$ cat src/rtl/imem_loader_if.sv
// imem_loader_if
// Groups the byte-stream handshake and the instruction-memory write port
// used by the loader.
//   byte_valid / byte_data / byte_ready : incoming byte stream
//   we / waddr / wdata                  : instruction memory write port
// Modports:
//   slave  - the loader (consumes bytes, drives the write port)
//   master - the environment (drives bytes, observes the write port)
interface imem_loader_if #(
    parameter int N      = 32,
    parameter int ADDR_W = 6
);
    logic              byte_valid;
    logic [7:0]        byte_data;
    logic              byte_ready;
    logic              we;
    logic [ADDR_W-1:0] waddr;
    logic [N-1:0]      wdata;

    modport slave (
        input  byte_valid, byte_data,
        output byte_ready, we, waddr, wdata
    );

    modport master (
        output byte_valid, byte_data,
        input  byte_ready, we, waddr, wdata
    );
endinterface

$ cat src/rtl/imem_loader.sv
// imem_loader
// Assembles a byte stream (length byte followed by N/8 bytes per word, MSB
// first) into instruction words and writes them to ascending addresses from 0.
// The processor is held while a load session is active.
// Ports:
//   clk, reset  - rising-edge clock, asynchronous active-high reset
//   start       - begin a session (IDLE only)
//   abort       - synchronous cancel from any state
//   bus         - byte stream in, instruction memory write port out
//   cpu_hold    - high while not IDLE
//   busy        - same as cpu_hold
//   done        - one-cycle pulse on normal completion
//   count       - words written in the current or last session
//
// state   | meaning
// --------+-------------------------------------------------------
// S_IDLE  | waiting for start, processor released
// S_LEN   | waiting for the length byte
// S_DATA  | shifting bytes into the word register
// S_WRITE | one-cycle memory write of the assembled word
// S_DONE  | one-cycle completion pulse
module imem_loader #(
    parameter int N      = 32,
    parameter int ADDR_W = 6
) (
    input  logic              clk,
    input  logic              reset,
    input  logic              start,
    input  logic              abort,
    imem_loader_if.slave      bus,
    output logic              cpu_hold,
    output logic              busy,
    output logic              done,
    output logic [ADDR_W:0]   count
);
    localparam int BPW   = N / 8;
    localparam int BCW   = (BPW > 1) ? $clog2(BPW) : 1;
    localparam int DEPTH = 2 ** ADDR_W;

    typedef enum logic [2:0] {
        S_IDLE,
        S_LEN,
        S_DATA,
        S_WRITE,
        S_DONE
    } state_t;

    state_t            state_q,  state_d;
    logic [ADDR_W:0]   len_q,    len_d;
    logic [ADDR_W-1:0] addr_q,   addr_d;
    logic [BCW-1:0]    bcnt_q,   bcnt_d;
    logic [N-1:0]      word_q,   word_d;
    logic [ADDR_W-1:0] waddr_q,  waddr_d;
    logic [N-1:0]      wdata_q,  wdata_d;
    logic [ADDR_W:0]   count_q,  count_d;

    logic              byte_ready_c;
    logic              we_c;
    logic              done_c;
    logic [N-1:0]      shifted;

    always_ff @(posedge clk or posedge reset) begin
        if (reset) begin
            state_q <= S_IDLE;
            len_q   <= '0;
            addr_q  <= '0;
            bcnt_q  <= '0;
            word_q  <= '0;
            waddr_q <= '0;
            wdata_q <= '0;
            count_q <= '0;
        end else begin
            state_q <= state_d;
            len_q   <= len_d;
            addr_q  <= addr_d;
            bcnt_q  <= bcnt_d;
            word_q  <= word_d;
            waddr_q <= waddr_d;
            wdata_q <= wdata_d;
            count_q <= count_d;
        end
    end

    always_comb begin
        state_d      = state_q;
        len_d        = len_q;
        addr_d       = addr_q;
        bcnt_d       = bcnt_q;
        word_d       = word_q;
        waddr_d      = waddr_q;
        wdata_d      = wdata_q;
        count_d      = count_q;
        byte_ready_c = 1'b0;
        we_c         = 1'b0;
        done_c       = 1'b0;
        shifted      = (word_q << 8) | N'(bus.byte_data);

        case (state_q)
            S_IDLE: begin
                if (start) begin
                    state_d = S_LEN;
                    count_d = '0;
                    addr_d  = '0;
                    bcnt_d  = '0;
                end
            end
            S_LEN: begin
                byte_ready_c = 1'b1;
                if (bus.byte_valid) begin
                    // Zero or an oversize length means "fill the whole memory".
                    if (bus.byte_data == 8'd0 || int'(bus.byte_data) > DEPTH)
                        len_d = (ADDR_W+1)'(DEPTH);
                    else
                        len_d = (ADDR_W+1)'(bus.byte_data);
                    state_d = S_DATA;
                end
            end
            S_DATA: begin
                byte_ready_c = 1'b1;
                if (bus.byte_valid) begin
                    word_d = shifted;
                    if (bcnt_q == BCW'(BPW - 1)) begin
                        bcnt_d  = '0;
                        // Write port is loaded here so it stays stable outside WRITE.
                        waddr_d = addr_q;
                        wdata_d = shifted;
                        state_d = S_WRITE;
                    end else begin
                        bcnt_d = bcnt_q + BCW'(1);
                    end
                end
            end
            S_WRITE: begin
                we_c    = 1'b1;
                count_d = count_q + (ADDR_W+1)'(1);
                if ({1'b0, addr_q} == len_q - (ADDR_W+1)'(1)) begin
                    state_d = S_DONE;
                end else begin
                    addr_d  = addr_q + ADDR_W'(1);
                    state_d = S_DATA;
                end
            end
            S_DONE: begin
                done_c  = 1'b1;
                state_d = S_IDLE;
            end
            default: state_d = S_IDLE;
        endcase

        // Abort overrides everything: partial word dropped, count frozen.
        if (abort) begin
            state_d = S_IDLE;
            we_c    = 1'b0;
            done_c  = 1'b0;
            count_d = count_q;
            addr_d  = addr_q;
            bcnt_d  = '0;
            word_d  = '0;
            waddr_d = waddr_q;
            wdata_d = wdata_q;
        end
    end

    assign bus.byte_ready = byte_ready_c;
    assign bus.we         = we_c;
    assign bus.waddr      = waddr_q;
    assign bus.wdata      = wdata_q;
    assign busy           = (state_q != S_IDLE);
    assign cpu_hold       = busy;
    assign done           = done_c;
    assign count          = count_q;
endmodule

$ cat src/flat_wrapper.sv
// flat-port wrapper written by rule: the top's interface ports become plain ports
module imem_loader_flat 
#(
    parameter int N      = 32,
    parameter int ADDR_W = 6
)
  (clk, reset, start, abort, cpu_hold, busy, done, count, bus_byte_valid, bus_byte_data, bus_byte_ready, bus_we, bus_waddr, bus_wdata);
  imem_loader_if #(.N(N), .ADDR_W(ADDR_W)) bus_i ();
  input  logic clk;
  input  logic reset;
  input  logic start;
  input  logic abort;
  output logic cpu_hold;
  output logic busy;
  output logic done;
  output logic [ADDR_W:0] count;
  input wire logic [$bits(bus_i.byte_valid)-1:0] bus_byte_valid;
  input wire logic [$bits(bus_i.byte_data)-1:0] bus_byte_data;
  output wire logic [$bits(bus_i.byte_ready)-1:0] bus_byte_ready;
  output wire logic [$bits(bus_i.we)-1:0] bus_we;
  output wire logic [$bits(bus_i.waddr)-1:0] bus_waddr;
  output wire logic [$bits(bus_i.wdata)-1:0] bus_wdata;
  assign bus_i.byte_valid = bus_byte_valid;
  assign bus_i.byte_data = bus_byte_data;
  assign bus_byte_ready = bus_i.byte_ready;
  assign bus_we = bus_i.we;
  assign bus_waddr = bus_i.waddr;
  assign bus_wdata = bus_i.wdata;
  imem_loader #(.N(N), .ADDR_W(ADDR_W)) u_core (.clk(clk), .reset(reset), .start(start), .abort(abort), .bus(bus_i), .cpu_hold(cpu_hold), .busy(busy), .done(done), .count(count));
endmodule
$ cat config.mk
export PLATFORM = sky130hd
export DESIGN_NAME = imem_loader_flat
export DESIGN_NICKNAME = d
export VERILOG_FILES = /design/src/rtl/imem_loader_if.sv /design/src/rtl/imem_loader.sv /design/src/flat_wrapper.sv
export SDC_FILE = /design/constraint.sdc
export NUM_CORES = 1
export LEC_CHECK = 0
export ABC_AREA = 1
export CAP_MARGIN = 20
export CORE_UTILIZATION = 55
export DETAILED_ROUTE_END_ITERATION = 12
export PLACE_DENSITY = 0.86
export SLEW_MARGIN = 10
export SYNTH_ARGS = -nofsm -noshare
export SYNTH_HDL_FRONTEND = slang
export SYNTH_SLANG_ARGS = --single-unit
export TNS_END_PERCENT = 10
$ cat constraint.sdc
create_clock -name clk -period 6.7 [get_ports clk]
set_input_delay 1.675 -clock clk [delete_from_list [all_inputs] [get_ports clk]]
set_output_delay 1.675 -clock clk [all_outputs]
set_load 0.05 [all_outputs]
==> impl_metrics.py, run 1 <==
metrics = {
    "sta": {
        "fin_crit_sh_pct": 76.8,
        "fmax_ghz": 0.194,
        "max_slew.worst_pin.slew_ps": 673,
        "finalClockSkew_ps": 9.52,
        "period_needed_ps": 5150,
        "finalHoldViolCount": 0,
        "setup_viol": 0,
        "rsz0062_at_grt": "false",
        "max-slew-margin-rel_pct": 55.1,
        "drv_slew": 0,
        "finalSetupTns_ps": 0,
    },
    "job": {
        "cap_violations": 0,
    },
    "clock_network": {
        "path_clk_slew_ps": 80,
        "cts_resized": 0,
        "clock_latency_ps": 350,
        "cts_made_buffers": 9,
        "cts_buffer_depth": 2,
        "cts_sinks": 87,
        "cts_setup_buffers": 0,
        "clockRootBuffer": "clkbuf_8",
        "holdBufCountCts": 0,
        "cts_tree": "yes",
        "htreeDepth": 3,
    },
    "routing": {
        "vias_per_cell": 5.29,
        "dr.pass1.iters": 4,
        "totalWireLength_um": 8580,
        "drt_iter0_markers": 247,
        "postRouteAntennaNets": 0,
        "wl_per_cell_um": 14.0,
        "vias": 3251,
        "drcViolationCount": 0,
    },
    "yosys": {
        "netlist_instances": 453,
        "synth_top_area_cell": "dfrtp_1",
        "seq_area_frac_synth_pct": 54.9,
        "synth_most_common_cell": "nand2_1",
        "synth_top_area_share_pct": 54.9,
        "synth.area.top_cells": "dfrtp_1 (55%), nand2_1 (10%), o21ai_0 (5.8%)",
        "syn_area_sq_um": 3960,
        "yosys_warnings": 0,
        "syn_nets": 470,
        "synthFlopType": "dfrtp_1",
        "yosysUniqueCellTypes": 35,
        "synth_edf_count": 0,
        "synth_common_cells": "nand2_1 (109), dfrtp_1 (87), inv_1 (61), o21ai_0 (46), nand3_1 (38)",
        "async_reset_ff_share_pct": 100,
        "ys_ff_latch": 87,
        "syn_avg_cell_area_sq_um": 8.75,
    },
    "die": {
        "die-area_sq_um": 7550,
        "ios": 63,
        "placementRows": 30,
        "die_h_um": 86.9,
        "dieWidth_um": 86.9,
        "coreArea_sq_um": 6870,
        "initial_utilization_pct": 57.7,
    },
    "global_routing": {
        "overflow": 0,
        "grt_antenna_before_repair": 0,
        "grt_pass1_vias": 3238,
        "grt_first_pass_wirelength_um": 14700,
        "grt_max_degree": 88,
        "grt_use_total_pct": 25.3,
    },
    "power_and_ir_drop": {
        "peakVddDrop_mv": 0.125,
        "powerDensity_nw_per_um2": 279,
        "leakagePower_nw": 2.19,
    },
    "worst_setup_path": {
        "worstSetupPathType": "in -> out",
        "r2r_cells": 6,
        "worst_setup_path_start_kind": "input port",
        "required_ps": 5030,
        "arrival_ps": 3470,
        "worst-path-max-fanout": 7,
        "endpoint_kind": "output port",
    },
    "placement": {
        "io_buffers": 62,
        "place.gp.congestion": 0.845,
        "dp_hpwl_um": 6010,
        "place_inst": 597,
    },
    "min_path": {
        "min_path_cells": 2,
        "min_path_type": "reg -> reg",
    },
    "run_status": {
        "outcome": "complete, no violations",
    },
    "finish": {
        "drive_above_1_share_pct": 6.18,
        "antenna_cells": 0,
        "areaGrowthSynthToFinish_pct": 22.1,
        "fill_cells": 513,
        "layout.cells.non_filler": 614,
        "finalNetCount": 530,
    },
}
[layout make-up]
type                    instances  area [sq um]  area share [%]
inverters                      63           238            4.91
flip-flops and latches         87          2180            45.0
clock buffers                  12           135            2.79
multi-input cells             287          1450            30.0
well taps                      96           120            2.48
clock inverters                 4          55.1            1.14
repair buffers                 65           663            13.7
[sequential cells by signal, summed over array words and instances (netlist names)]
register,count
u_core.bus.wdata,32
u_core.bcnt_q,2
u_core.state_q,3
u_core.len_q,7
u_core.count,7
u_core.addr_q,6
u_core.bus.waddr,6
u_core.word_q,24
[per-stage QoR]
| step | hold slack (ps) | setup slack [ps] | util [%] | power (mW) | instance area [sq um] |
|---|---|---|---|---|---|
| final | 493 | 1550 | 70.4 | 1.35 | 4840 |
| after CTS | 498 | 1570 | 70.0 | 1.35 | 4810 |
| after global routing | 518 | 1460 | 70.4 | 1.44 | 4840 |
| after floorplan | 449 | 1900 | - | 0.901 | 3960 |
| after detailed placement | 475 | 1580 | 67.2 | 0.998 | 4620 |
| after global placement | 470 | 1610 | 67.2 | 0.978 | 4620 |
[logic make-up (layout without fill, tap and decap cells)]
logic type / Yosys count / count (layout) / synth area share (%)
and+or+nand+nor: 195 / 195 / 22.5
DFF: 87 / 87 / 54.9
AOI/OAI and AO/OA: 81 / 81 / 11.1
buffers and inverters: 79 / 144 / 8.49
xor gates and xnor gates: 5 / 5 / 1.11
adders and majority gates: 4 / 4 / 1.26
muxes: 2 / 2 / 0.568
[path summary, 6_finish.rpt]
check | startpoint | endpoint | slack (ps)
max | abort | bus_we | 1550
min | u_core.bus.wdata[27] | u_core.bus.wdata[27] | 490
max reg2reg | u_core.state_q[0] | u_core.word_q[16] | 4640
min reg2reg | u_core.bus.wdata[27] | u_core.bus.wdata[27] | 490
max in group asynchronous | reset | u_core.bus.wdata[2] | 4350
min in group asynchronous | reset | u_core.bus.wdata[13] | 1750
[report_power, final]
part	internal [mW]	total [mW]	switching, mW
registers	0.561	0.602	0.0408
clock network	0.175	0.357	0.182
logic	0.126	0.391	0.265
[routing by layer]
metal | part of all wire, % | global-route usage (%) | wire (um) | up-vias
met2 | 50 | 41.5 | 4270 | 82
met1 | 44 | 34.1 | 3790 | 1566
li1 | - | - | - | 1588
met4 | 1.9 | 9.85 | 159 | 0
met3 | 4.2 | 3.89 | 358 | 15
met5 | 0 | 0 | 0 | -
[critical path, stage by stage]
cell and delay [ps]:
clkdlybuf4s50_1 590, nor2_1 330, clkdlybuf4s50_1 870
[placed cells by master, fill, tap and decap left out, drive strengths merged, types with 2 or more instances in the layout]
cell type	netlist	routed
a21oi	3	3
buf	14	3
clkbuf	2	12
clkdlybuf4s50	0	62
clkinv	0	2
dfrtp	87	87
ha	4	4
inv	63	63
mux2	2	2
nand2	111	111
nand3	41	41
nand3b	2	2
nand4	3	3
nor2	30	30
nor3	4	4
nor3b	2	2
o21ai	67	67
o32ai	8	8
xor2	4	4
(Power assumes the default switching activity.)
==> inputs of run 2 (changes only) <==
CORE_UTILIZATION = 48   (was 55)
PLACE_DENSITY = 0.8   (was 0.86)
clock period = 4.25 ns   (was 6.7 ns; I/O delays follow)
==> impl_metrics.py, run 2 (synthesized netlist as in run 1, its figures left out) <==
metrics = {
    "run_status": {
        "outcome": "complete, no violations",
    },
    "placement": {
        "place.gp.congestion": 0.828,
        "dp_hpwl_um": 6200,
        "io_buffers": 62,
    },
    "sta": {
        "finalSetupTns_ps": 0,
        "max-slew-margin-rel_pct": 43.9,
        "setup_viol": 0,
        "finalHoldViolCount": 0,
        "fmax_ghz": 0.303,
        "drv_slew": 0,
        "finalClockSkew_ps": 9.61,
        "period_needed_ps": 3300,
        "rsz0062_at_grt": "false",
        "fin_crit_sh_pct": 77.7,
        "max_slew.worst_pin.slew_ps": 842,
    },
    "power_and_ir_drop": {
        "leakagePower_nw": 2.20,
        "power_mw": 2.19,
        "powerDensity_nw_per_um2": 451,
        "peakVddDrop_mv": 0.215,
    },
    "global_routing": {
        "grt_first_pass_wirelength_um": 15000,
        "grt_use_met1_pct": 31.3,
        "overflow": 0,
        "grt_pass1_vias": 3229,
        "use_met2_pct": 34.9,
        "grt_antenna_before_repair": 0,
        "grt_max_degree": 50,
        "grt.met3_usage_pct": 3.45,
        "grt_use_total_pct": 22.4,
        "top_usage_layer": "met2",
    },
    "clock_network": {
        "clock_latency_ps": 360,
        "cts_sinks": 87,
        "cts_setup_buffers": 0,
        "htreeDepth": 3,
        "clockRootBuffer": "clkbuf_8",
        "cts_made_buffers": 9,
        "cts_buffer_depth": 2,
        "path_clk_slew_ps": 80,
        "cts_tree": "yes",
        "holdBufCountCts": 0,
        "cts_resized": 0,
    },
    "finish": {
        "areaGrowthSynthToFinish_pct": 22.5,
        "drive_above_1_share_pct": 6.59,
        "finalNetCount": 530,
        "layout_common_cells": "nand2_1 (109), dfrtp_1 (87), inv_1 (60), clkdlybuf4s50_1 (60), o21ai_0 (46)",
        "final_common_cell": "nand2_1",
        "antenna_cells": 0,
        "largest_reg_flops": 32,
    },
    "worst_setup_path": {
        "endpoint_kind": "output port",
        "worst-path-max-fanout": 7,
        "r2r-start": "u_core.state_q[0]",
        "worstSetupPathType": "in -> out",
        "arrival_ps": 2240,
        "critPathLaunch": "abort",
        "r2r_setup_slack_ps": 2230,
        "required_ps": 3190,
        "cp-endpoint": "bus_we",
        "r2r-end": "u_core.word_q[18]",
        "r2r_cells": 6,
        "worst_setup_path_start_kind": "input port",
    },
    "routing": {
        "wl_per_cell_um": 14.2,
        "vias_per_cell": 5.34,
        "postRouteAntennaNets": 0,
        "drcViolationCount": 0,
        "dr.pass1.iters": 4,
        "totalWireLength_um": 8800,
        "drt_iter0_markers": 246,
        "vias": 3299,
    },
    "die": {
        "ios": 63,
        "die-area_sq_um": 8620,
        "die_h_um": 92.9,
        "initial_utilization_pct": 50.5,
        "dieWidth_um": 92.9,
        "placementRows": 32,
        "coreArea_sq_um": 7850,
    },
    "min_path": {
        "min_path_type": "reg -> reg",
    },
    "job": {
        "cap_violations": 0,
    },
}
[run 2: where the power goes]
| group | switching, mW | internal [mW] | leakage, nW |
|---|---|---|---|
| logic | 0.416 | 0.197 | 0.894 |
| clock network | 0.284 | 0.342 | 0.105 |
| registers | 0.0641 | 0.884 | 1.20 |
| total | 0.764 | 1.42 | 2.20 |
[run 2: layout make-up]
class                   count  area [sq um]
well taps                 102           128
fillers                   677          3000
clock inverters             3          68.8
repair buffers             65           651
inverters                  63           238
flip-flops and latches     87          2180
multi-input cells         287          1450
clock buffers              11           141
[run 2: per-stage QoR]
stage               setup slack, ps  hold slack, ps  instances  utilization, %  cell area [sq um]
floorplan                       676             449        453               -               3960
global placement                979             471        604            59.2               4640
detailed placement              964             477        604            59.2               4640
CTS                             950             496        618            61.8               4850
global route                    872             525        618            61.8               4850
finish                          947             493        618            61.8               4850
[run 2: worst min path at each step]
stage / slack [ps] / cells after the start / startpoint / endpoint
after global placement: 470 / 2 / u_core.bus.wdata[18] / u_core.bus.wdata[18]
after floorplan: 450 / 2 / u_core.word_q[17] / u_core.word_q[17]
after detailed placement: 480 / 2 / u_core.bus.wdata[21] / u_core.bus.wdata[21]
final: 490 / 2 / u_core.bus.wdata[21] / u_core.bus.wdata[21]
after CTS: 500 / 2 / u_core.bus.wdata[21] / u_core.bus.wdata[21]
after global routing: 520 / 2 / u_core.bus.wdata[8] / u_core.bus.wdata[8]
[run 2: metal layers]
layer | share of wire (%) | wire [um]
met5 | 0 | 0
met4 | 2.3 | 206
met3 | 4.0 | 350
met2 | 47 | 4160
met1 | 46 | 4090
[run 2: critical path, stage by stage]
cell and delay [ps]:
clkdlybuf4s50_1 570, nor2_1 340, buf_4 260
